File: src/rtl/ctrl_pkg.sv
// Shared encodings and the per-instruction control bundle for the decode-stage control pipe.
package ctrl_pkg;

    localparam logic [1:0] MTR_ALU = 2'b00;
    localparam logic [1:0] MTR_MEM = 2'b01;
    localparam logic [1:0] MTR_PC  = 2'b10;

    localparam logic [1:0] DST_RT  = 2'b00;
    localparam logic [1:0] DST_RD  = 2'b01;
    localparam logic [1:0] DST_RA  = 2'b10;

    localparam int RA_REG = 31;

    typedef enum logic [1:0] {
        FWD_REG = 2'b00,
        FWD_WB  = 2'b01,
        FWD_MEM = 2'b10
    } fwd_sel_t;

    typedef struct packed {
        logic       reg_write;
        logic       alu_src;
        logic       mem_read;
        logic       mem_write;
        logic [1:0] mem_to_reg;
        logic [2:0] alu_op;
    } ctrl_t;

endpackage

File: src/rtl/ctrl_pipe_hazard_unit.sv
// Hazard detection and EX operand forwarding selects.
// With FORWARD_EN defined, only load-use stalls; otherwise any in-flight EX/MEM writer stalls.
module hazard_unit
    import ctrl_pkg::*;
#(
    parameter int REG_W = 5
) (
    input  logic [REG_W-1:0] id_rs,
    input  logic [REG_W-1:0] id_rt,
    input  logic             id_uses_rt,
    input  logic             ex_mem_read,
`ifndef FORWARD_EN
    input  logic             ex_reg_write,
`endif
    input  logic [REG_W-1:0] ex_dst,
    input  logic             mem_reg_write,
    input  logic [REG_W-1:0] mem_dst,
`ifdef FORWARD_EN
    input  logic [REG_W-1:0] ex_rs,
    input  logic [REG_W-1:0] ex_rt,
    input  logic             wb_reg_write,
    input  logic [REG_W-1:0] wb_dst,
`endif
    output logic             stall,
    output logic [1:0]       fwd_a,
    output logic [1:0]       fwd_b
);

    // r0 is hard-wired zero, so it never creates a dependency
    function automatic logic src_hit(input logic [REG_W-1:0] dst,
                                     input logic [REG_W-1:0] rs,
                                     input logic [REG_W-1:0] rt,
                                     input logic             uses_rt);
        return (dst != '0) && ((dst == rs) || (uses_rt && (dst == rt)));
    endfunction

    logic load_use;

    always_comb begin
        load_use = ex_mem_read && src_hit(ex_dst, id_rs, id_rt, id_uses_rt);
`ifdef FORWARD_EN
        stall = load_use;
`else
        stall = load_use
              || (ex_reg_write  && src_hit(ex_dst,  id_rs, id_rt, id_uses_rt))
              || (mem_reg_write && src_hit(mem_dst, id_rs, id_rt, id_uses_rt));
`endif
    end

`ifdef FORWARD_EN
    // EX/MEM result is younger than MEM/WB, so it wins
    function automatic logic [1:0] fwd_pick(input logic [REG_W-1:0] src);
        if (mem_reg_write && (mem_dst != '0) && (mem_dst == src))
            return FWD_MEM;
        else if (wb_reg_write && (wb_dst != '0) && (wb_dst == src))
            return FWD_WB;
        else
            return FWD_REG;
    endfunction

    always_comb begin
        fwd_a = fwd_pick(ex_rs);
        fwd_b = fwd_pick(ex_rt);
    end
`else
    assign fwd_a = FWD_REG;
    assign fwd_b = FWD_REG;
`endif

endmodule

File: src/rtl/ctrl_pipe.sv
// ID/EX, EX/MEM, MEM/WB control registers, destination select, stall/flush and stall counter.
// Optional operand forwarding is enabled by defining FORWARD_EN.
module ctrl_pipe
    import ctrl_pkg::*;
#(
    parameter int REG_W = 5,
    parameter int CNT_W = 16
) (
    input  logic             clk,
    input  logic             rst,
    input  logic             id_reg_write,
    input  logic             id_alu_src,
    input  logic             id_mem_read,
    input  logic             id_mem_write,
    input  logic [1:0]       id_mem_to_reg,
    input  logic [1:0]       id_reg_dst,
    input  logic [2:0]       id_alu_op,
    input  logic             id_if_flush,
    input  logic [REG_W-1:0] id_rs,
    input  logic [REG_W-1:0] id_rt,
    input  logic [REG_W-1:0] id_rd,
    input  logic             id_uses_rt,
    output logic             ex_reg_write,
    output logic             ex_alu_src,
    output logic             ex_mem_read,
    output logic             ex_mem_write,
    output logic [1:0]       ex_mem_to_reg,
    output logic [2:0]       ex_alu_op,
    output logic [REG_W-1:0] ex_dst,
    output logic [REG_W-1:0] mem_dst,
    output logic [REG_W-1:0] wb_dst,
    output logic             mem_reg_write,
    output logic             mem_mem_read,
    output logic             mem_mem_write,
    output logic [1:0]       mem_mem_to_reg,
    output logic             wb_reg_write,
    output logic [1:0]       wb_mem_to_reg,
    output logic             stall,
    output logic             pc_write,
    output logic             if_id_write,
    output logic             if_id_flush,
    output logic [1:0]       fwd_a,
    output logic [1:0]       fwd_b,
    output logic [CNT_W-1:0] stall_cnt
);

    ctrl_t            id_ctrl, ex_ctrl_d, ex_ctrl_q;
    logic [REG_W-1:0] dst_id;
    logic [REG_W-1:0] ex_dst_d, ex_dst_q;
    logic             mem_reg_write_d, mem_reg_write_q;
    logic             mem_mem_read_d, mem_mem_read_q;
    logic             mem_mem_write_d, mem_mem_write_q;
    logic [1:0]       mem_mem_to_reg_d, mem_mem_to_reg_q;
    logic [REG_W-1:0] mem_dst_d, mem_dst_q;
    logic             wb_reg_write_d, wb_reg_write_q;
    logic [1:0]       wb_mem_to_reg_d, wb_mem_to_reg_q;
    logic [REG_W-1:0] wb_dst_d, wb_dst_q;
    logic [CNT_W-1:0] stall_cnt_d, stall_cnt_q;
`ifdef FORWARD_EN
    logic [REG_W-1:0] ex_rs_d, ex_rs_q, ex_rt_d, ex_rt_q;
`endif

    always_comb begin
        id_ctrl = '{reg_write:  id_reg_write,
                    alu_src:    id_alu_src,
                    mem_read:   id_mem_read,
                    mem_write:  id_mem_write,
                    mem_to_reg: id_mem_to_reg,
                    alu_op:     id_alu_op};
        case (id_reg_dst)
            DST_RT:  dst_id = id_rt;
            DST_RD:  dst_id = id_rd;
            DST_RA:  dst_id = REG_W'(RA_REG);
            default: dst_id = '0;
        endcase
    end

    always_comb begin
        // a stall inserts a bubble; the instruction itself stays in ID
        ex_ctrl_d        = stall ? '0 : id_ctrl;
        ex_dst_d         = stall ? '0 : dst_id;
`ifdef FORWARD_EN
        ex_rs_d          = stall ? '0 : id_rs;
        ex_rt_d          = stall ? '0 : id_rt;
`endif
        mem_reg_write_d  = ex_ctrl_q.reg_write;
        mem_mem_read_d   = ex_ctrl_q.mem_read;
        mem_mem_write_d  = ex_ctrl_q.mem_write;
        mem_mem_to_reg_d = ex_ctrl_q.mem_to_reg;
        mem_dst_d        = ex_dst_q;
        wb_reg_write_d   = mem_reg_write_q;
        wb_mem_to_reg_d  = mem_mem_to_reg_q;
        wb_dst_d         = mem_dst_q;
        stall_cnt_d      = (stall && (stall_cnt_q != '1)) ? stall_cnt_q + CNT_W'(1) : stall_cnt_q;
    end

    always_ff @(posedge clk or posedge rst) begin
        if (rst) begin
            ex_ctrl_q        <= '0;
            ex_dst_q         <= '0;
`ifdef FORWARD_EN
            ex_rs_q          <= '0;
            ex_rt_q          <= '0;
`endif
            mem_reg_write_q  <= 1'b0;
            mem_mem_read_q   <= 1'b0;
            mem_mem_write_q  <= 1'b0;
            mem_mem_to_reg_q <= '0;
            mem_dst_q        <= '0;
            wb_reg_write_q   <= 1'b0;
            wb_mem_to_reg_q  <= '0;
            wb_dst_q         <= '0;
            stall_cnt_q      <= '0;
        end else begin
            ex_ctrl_q        <= ex_ctrl_d;
            ex_dst_q         <= ex_dst_d;
`ifdef FORWARD_EN
            ex_rs_q          <= ex_rs_d;
            ex_rt_q          <= ex_rt_d;
`endif
            mem_reg_write_q  <= mem_reg_write_d;
            mem_mem_read_q   <= mem_mem_read_d;
            mem_mem_write_q  <= mem_mem_write_d;
            mem_mem_to_reg_q <= mem_mem_to_reg_d;
            mem_dst_q        <= mem_dst_d;
            wb_reg_write_q   <= wb_reg_write_d;
            wb_mem_to_reg_q  <= wb_mem_to_reg_d;
            wb_dst_q         <= wb_dst_d;
            stall_cnt_q      <= stall_cnt_d;
        end
    end

    hazard_unit #(.REG_W(REG_W)) u_hazard (
        .id_rs         (id_rs),
        .id_rt         (id_rt),
        .id_uses_rt    (id_uses_rt),
        .ex_mem_read   (ex_ctrl_q.mem_read),
`ifndef FORWARD_EN
        .ex_reg_write  (ex_ctrl_q.reg_write),
`endif
        .ex_dst        (ex_dst_q),
        .mem_reg_write (mem_reg_write_q),
        .mem_dst       (mem_dst_q),
`ifdef FORWARD_EN
        .ex_rs         (ex_rs_q),
        .ex_rt         (ex_rt_q),
        .wb_reg_write  (wb_reg_write_q),
        .wb_dst        (wb_dst_q),
`endif
        .stall         (stall),
        .fwd_a         (fwd_a),
        .fwd_b         (fwd_b)
    );

    assign ex_reg_write   = ex_ctrl_q.reg_write;
    assign ex_alu_src     = ex_ctrl_q.alu_src;
    assign ex_mem_read    = ex_ctrl_q.mem_read;
    assign ex_mem_write   = ex_ctrl_q.mem_write;
    assign ex_mem_to_reg  = ex_ctrl_q.mem_to_reg;
    assign ex_alu_op      = ex_ctrl_q.alu_op;
    assign ex_dst         = ex_dst_q;
    assign mem_reg_write  = mem_reg_write_q;
    assign mem_mem_read   = mem_mem_read_q;
    assign mem_mem_write  = mem_mem_write_q;
    assign mem_mem_to_reg = mem_mem_to_reg_q;
    assign mem_dst        = mem_dst_q;
    assign wb_reg_write   = wb_reg_write_q;
    assign wb_mem_to_reg  = wb_mem_to_reg_q;
    assign wb_dst         = wb_dst_q;
    assign pc_write       = ~stall;
    assign if_id_write    = ~stall;
    assign if_id_flush    = id_if_flush & ~stall;
    assign stall_cnt      = stall_cnt_q;

endmodule

File: config.mk
export PLATFORM = sky130hd
export DESIGN_NAME = ctrl_pipe
export DESIGN_NICKNAME = d
export VERILOG_FILES = /design/src/rtl/ctrl_pkg.sv /design/src/rtl/ctrl_pipe_hazard_unit.sv /design/src/rtl/ctrl_pipe.sv
export SDC_FILE = /design/constraint.sdc
export NUM_CORES = 1
export LEC_CHECK = 0
export ABC_AREA = 1
export BUFFER_PORTS_ARGS = -buffer_cell sky130_fd_sc_hd__buf_4
export CAP_MARGIN = 5
export CORE_UTILIZATION = 28
export CTS_CLUSTER_DIAMETER = 40
export DETAILED_ROUTE_END_ITERATION = 12
export HOLD_SLACK_MARGIN = 0.12
export PLACE_DENSITY = 0.51
export SYNTH_ARGS = -nofsm -noshare
export SYNTH_HDL_FRONTEND = slang
export SYNTH_HIERARCHICAL = 1
export SYNTH_SLANG_ARGS = --single-unit
File: constraint.sdc
create_clock -name clk -period 2.29 [get_ports clk]
set_clock_uncertainty 0.15 [all_clocks]
set_input_delay 0.458 -clock clk [delete_from_list [all_inputs] [get_ports clk]]
set_output_delay 0.458 -clock clk [all_outputs]
set_load 0.02 [all_outputs]
Yosys cells after proc, flatten, opt, wreduce, memory -nomap -nowiden
Cells that the tools add are included.

word-level totals
  register bits = 48
  bits in latches = 0
  memory bits (writable) = 0
  ROM bits = 0
  word-level logic and storage cells = 44
  memories kept = 0

operators by class
  add/subtract/negate cells = 1
  multiply operators = 0
  divide/modulo/power cells = 0
  $lt $le $gt $ge = 0
  equal/unequal tests = 7
  shift-type cells = 0
  mux-type cells = 3
  bitwise logic cells = 2
  reductions and logical operators = 15

operators by type and width
  cell                   number
  $eq 5x5->1             4
  $add 16x1->16 const B  1
  $ne 16x16->1 const B   1
  $pmux 5 s3             1
  $reduce_bool 5->1      2
  $mux 9                 1
  $logic_and 1x1->1      8
  $mux 5                 1
  $logic_or 1x1->1       4
  $eq 2x1->1 const B     1
  $eq 2x2->1 const B     1
  $logic_not 2->1        1
  $and 1x1->1            1
  $not 1->1              1

Depth between registers and ports, before layout
  depth after elaboration = 9
  gate-level depth with buffers = 16
  gate-level depth less buffers = 16

Cells and area by module
The synthesis kept the hierarchy.

modules (own cells, without submodules)
  module       instances  cells each  area an instance (um^2)  sequential area each (um^2)
  ctrl_pipe    1          217         1961.9                   1201.2
  hazard_unit  1          107         441.7                    0.0

Worst setup path after synthesis
Ideal clock, no wire load.

  path type = reg2out
  from = reg mem_dst_q[3] (netlist: mem_dst[3])
  to = out if_id_flush
  arrival time = 1640 ps
  slack = 42 ps
  stages on the path, launching flop included = 9
  buffers on the path = 1
  path through = dfrtp_1 > inv_1 > nand4_1 > o21ai_0 > inv_1 > nand2_1 > nand2_1 > clkbuf_1 > nor2_1

on the way
  word-level cells in the longest chain between the ends = 8
  elaborated cells between the ends (all ways) = 10
  those cells by class = 2 x eq/ne; 2 x bitwise; 6 x reduce/logical

ends and longest elaborated chain
  what                    line                         text
  from (decl)             ctrl_pipe.sv:54              logic [REG_W-1:0] mem_dst_d, mem_dst_q;
  from (signal assigned)  ctrl_pipe.sv:125             mem_dst_q <= mem_dst_d;
  $eq 5x5->1              ctrl_pipe_hazard_unit.sv:34  return (dst != '0) && ((dst == rs) || (uses_rt && (dst == rt)));
  $logic_and 1x1->1       ctrl_pipe_hazard_unit.sv:34
  $logic_or 1x1->1        ctrl_pipe_hazard_unit.sv:34
  $logic_and 1x1->1 (*)   ctrl_pipe_hazard_unit.sv:34
  $logic_and 1x1->1 (*)   ctrl_pipe_hazard_unit.sv:46  || (mem_reg_write && src_hit(mem_dst, id_rs, id_rt, id_uses_rt));
  $logic_or 1x1->1 (*)    ctrl_pipe_hazard_unit.sv:46
  named net stall         ctrl_pipe.sv:38              output logic stall,
  $not 1->1 (*)           ctrl_pipe.sv:172             assign if_id_flush = id_if_flush & ~stall;
  $and 1x1->1 (*)         ctrl_pipe.sv:172
  to (decl)               ctrl_pipe.sv:41              output logic if_id_flush,

The timed path passes the listed nets; every way through them passes the cells marked *.

Final worst setup path
  from = reg ex_dst_q[1] (netlist: ex_dst[1])
  to = out if_id_flush

on the way
  word-level cells in the longest chain between the ends = 9
  elaborated cells between the ends (all ways) = 12
  those cells by class = 2 x eq/ne; 2 x bitwise; 8 x reduce/logical

ends and longest elaborated chain
  what                                  line                                                      text
  from (decl)                           ctrl_pipe.sv:49                                           logic [REG_W-1:0] ex_dst_d, ex_dst_q;
  from (signal assigned)                ctrl_pipe.sv:116                                          ex_dst_q <= ex_dst_d;
  $eq 5x5->1                            ctrl_pipe_hazard_unit.sv:34
  $logic_and 1x1->1                     ctrl_pipe_hazard_unit.sv:34
  $logic_or 1x1->1                      ctrl_pipe_hazard_unit.sv:34
  $logic_and 1x1->1 (*)                 ctrl_pipe_hazard_unit.sv:34
  $logic_and 1x1->1 (on tied branches)  ctrl_pipe_hazard_unit.sv:40, ctrl_pipe_hazard_unit.sv:45
  $logic_or 1x1->1 (*)                  ctrl_pipe_hazard_unit.sv:45                               || (ex_reg_write && src_hit(ex_dst, id_rs, id_rt, id_uses_rt))
  $logic_or 1x1->1 (*)                  ctrl_pipe_hazard_unit.sv:46
  $not 1->1 (*)                         ctrl_pipe.sv:172
  $and 1x1->1 (*)                       ctrl_pipe.sv:172

Mark *: on every way between the ends. The rest lies on a longest branch, timed or not.

==> impl_results.rst <==
.. list-table::
   :header-rows: 1

   * - Metric
     - Value
   * - Outcome
     - complete, but fails checks
   * - Violated checks
     - negative setup slack
   * - Class of the worst hold path
     - in2reg
   * - Power Dens Cells
     - 779 nW/um^2
   * - CTS sink cnt
     - 48
   * - Number of flip-flops in the largest register
     - 16
   * - Share of the yosys chip area belonging to registers
     - 50.0%
   * - Number of distinct standard cells referenced by the synthesized netlist
     - 23
   * - Clock tree from TritonCTS
     - built
   * - Remaining design rule violation count
     - 0
   * - Most frequent standard cell in the layout excluding fill and tap cells
     - sky130_fd_sc_hd__nand2_1
   * - Cell Count Post-Placement
     - 511
   * - Post-route fraction of the period consumed by the critical path
     - 100%
   * - Root buffer cell
     - sky130_fd_sc_hd__clkbuf_8
   * - RePlAce Congestion
     - 0.825
   * - Placed wire-length estimate after detailed placement
     - 4870 microns
   * - Fin crit period
     - 2.30 ns
   * - Via density
     - 4.27
   * - Total gr overflow
     - 0
   * - Beginning of the critical path
     - ex_dst[1]
   * - CTS Buffer Depth
     - 2
   * - Biggest area consumer among synthesized cells
     - sky130_fd_sc_hd__dfrtp_1
   * - Count of input and output buffers
     - 81
   * - Number of max-slew violations in the final report
     - 0
   * - Maximum clock frequency
     - 0.435 GHz
   * - Post-synthesis area per instance
     - 7.42 sq um
   * - Number of inserted diodes
     - 0
   * - Via count of the first global-routing pass
     - 2,103
   * - Non-filler instance count after layout
     - 528
   * - Layout overhead on the synthesized area
     - 41.1%
   * - Standard-cell rows
     - 33
   * - Most used cells in the layout excluding fill and tap cells
     - sky130_fd_sc_hd__nand2_1, sky130_fd_sc_hd__buf_4, sky130_fd_sc_hd__dfrtp_1
   * - Number of primary I/O pins
     - 86
   * - First-pass GRT wire length
     - 10,000 microns
   * - Worst-path clk slew
     - 0.10 ns
   * - DR pass1 iterations
     - 4
   * - Unrepaired setup endpoints after global routing
     - yes
   * - Post-synthesis instance area
     - 2400 sq um
   * - Effective utilization at floorplan
     - 29.1%
   * - Chip Width
     - 94.7 microns
   * - Synthesis warning total
     - 6
   * - Critical register-to-register path startpoint
     - ex_dst[1]
   * - Global router's overall resource usage
     - 14.6%
   * - Static leakage
     - 1.81 nW
   * - DIE AREA
     - 8960 sq um
   * - Arrival time at the worst endpoint
     - 1.69 ns
   * - Setup-violating endpoint count in the final report
     - 2
   * - Slack of the critical path
     - -0.0114 ns
   * - Die outline height
     - 94.7 microns
   * - Required arrival time at the worst endpoint
     - 1.68 ns
   * - Most area-consuming cells after synthesis
     - sky130_fd_sc_hd__dfrtp_1, sky130_fd_sc_hd__nand2_1, sky130_fd_sc_hd__inv_1
   * - Inserted Clock Buffers
     - 5
   * - Maximum number of pins on one net before global-route repair
     - 37
   * - Count of cells along the worst hold path
     - 3
   * - Maximum VDD drop
     - 0.312 mV
   * - Startpoint of the most critical hold path
     - id_mem_write
   * - Worst Path Class, Setup
     - reg2out
   * - Crit end category
     - output port
   * - Residual antenna-violating net count after detailed routing
     - 0
   * - Net count of the finished layout
     - 453
   * - Via count
     - 2,252
   * - Top-area cell type share of the netlist area
     - 50.0%
   * - Final setup TNS
     - -0.0138 ns
   * - Number of cells on the worst reg-to-reg path
     - 17
   * - Total Routed Length
     - 6350 microns
   * - Source-to-sink clock delay at the later pin of the worst-skew pair
     - 0.30 ns
   * - Total count of hold-check failures in the final report
     - 0
   * - Worst Setup Start Kind
     - flop
   * - Initial DRC Count
     - 117
   * - Routed length per placed instance
     - 12.0 microns
   * - Post-synthesis instance total
     - 324
   * - Core ar.
     - 8260 sq um
   * - Number of H-tree levels
     - 2
   * - Fraction of final layout cells sized beyond drive strength 1
     - 32.6%
   * - Total of flip-flops plus latches after synthesis
     - 48
   * - Antenna violations before repair
     - 0
   * - Number of max-cap violations
     - 0
   * - Highest net fanout along the worst path
     - 5
-- final timing paths --
kind                               endpoint  slack (ns)
setup / recovery                if_id_flush       -0.01
hold / removal                 ex_mem_write        0.21
setup reg to reg              stall_cnt[10]        0.14
hold reg to reg               mem_mem_write        0.24
max in group asynchronous        mem_dst[0]        0.97
min in group asynchronous  wb_mem_to_reg[0]        0.51
-- critical path: stages (launching register included) --
cell and delay [ns]:
sky130_fd_sc_hd__dfrtp_2 0.46, sky130_fd_sc_hd__buf_6 0.13, sky130_fd_sc_hd__nand2_2 0.04, sky130_fd_sc_hd__nand2_1 0.04
sky130_fd_sc_hd__nor2_1 0.12, sky130_fd_sc_hd__nand3_1 0.10, sky130_fd_sc_hd__nand2_1 0.07, sky130_fd_sc_hd__nand2_1 0.06
sky130_fd_sc_hd__nand2_2 0.09, sky130_fd_sc_hd__buf_6 0.14, sky130_fd_sc_hd__nor2_4 0.03, sky130_fd_sc_hd__buf_6 0.12
-- repair_timing --
action / CTS / global route
gates resized for setup: 6 / 22
setup endpoints to repair: 4 / 7
hold buffers: 1 / 0
setup buffers: 6 / 2
hold endpoints to repair: 12 / 0
pin swaps: 3 / 9
-- kinds of logic after synthesis --
| kind of cell | synth area share, % |
|---|---|
| other cells | 0.156 |
| fa+ha+maj | 0.520 |
| flops | 50.0 |
| buf+inv | 10.2 |
| simple gates | 32.1 |
| xor+xnor | 1.82 |
| compound gates | 5.26 |
-- power by group --
group,internal [mW],switching [mW]
Sequential,0.982,0.138
Clock,0.324,0.293
Combinational,0.386,0.520
-- synthesized netlist by cell type --
cell	instances
sky130_fd_sc_hd__nor2_4	1
sky130_fd_sc_hd__xnor2_1	3
sky130_fd_sc_hd__nand3b_1	3
sky130_fd_sc_hd__a21oi_1	5
sky130_fd_sc_hd__o21ai_0	12
sky130_fd_sc_hd__inv_2	3
sky130_fd_sc_hd__nand2_1	118
sky130_fd_sc_hd__buf_4	5
sky130_fd_sc_hd__xor2_1	2
sky130_fd_sc_hd__nand2_2	4
sky130_fd_sc_hd__ha_1	1
sky130_fd_sc_hd__nand4_1	4
sky130_fd_sc_hd__clkbuf_1	1
sky130_fd_sc_hd__nor3_1	2
sky130_fd_sc_hd__inv_1	48
sky130_fd_sc_hd__dfrtp_1	48
sky130_fd_sc_hd__nor2_1	43
sky130_fd_sc_hd__conb_1	1
sky130_fd_sc_hd__nor2_2	3
sky130_fd_sc_hd__buf_6	1
sky130_fd_sc_hd__nand3_1	11
sky130_fd_sc_hd__o21ai_2	4
sky130_fd_sc_hd__o22ai_1	1
-- layout make-up --
type / count / area [sq um]
clock buffers: 5 / 68.8
clock inverters: 3 / 42.5
fillers: 873 / 4870
inverters: 51 / 191
multi-input cells: 221 / 1010
flip-flops and latches: 48 / 1210
well taps: 105 / 131
repair buffers: 95 / 743
-- per-stage QoR --
stage	util, %	cell area, sq um	worst slack, ns	hold WS, ns	power [mW]
6_report	41.1	3390	-0.0114	0.206	2.64
2_1_floorplan	-	2410	0.0419	0.344	1.61
5_1_grt	41.1	3390	-0.129	0.196	2.81
4_1_cts	40.3	3330	-0.0201	0.197	2.66
3_5_place_dp	38.2	3150	0.0588	0.219	2.00
3_3_place_gp	38.2	3150	0.0556	0.211	2.00
-- per-layer routing --
layer	GRT usage (%)	vias up	wire length, microns
li1	-	1162	-
met1	20.2	1020	2950
met2	22.2	66	2950
met3	3.30	4	363
met4	5.30	0	88
met5	0	-	0
Note: power is estimated with default switching activity, not from simulation.
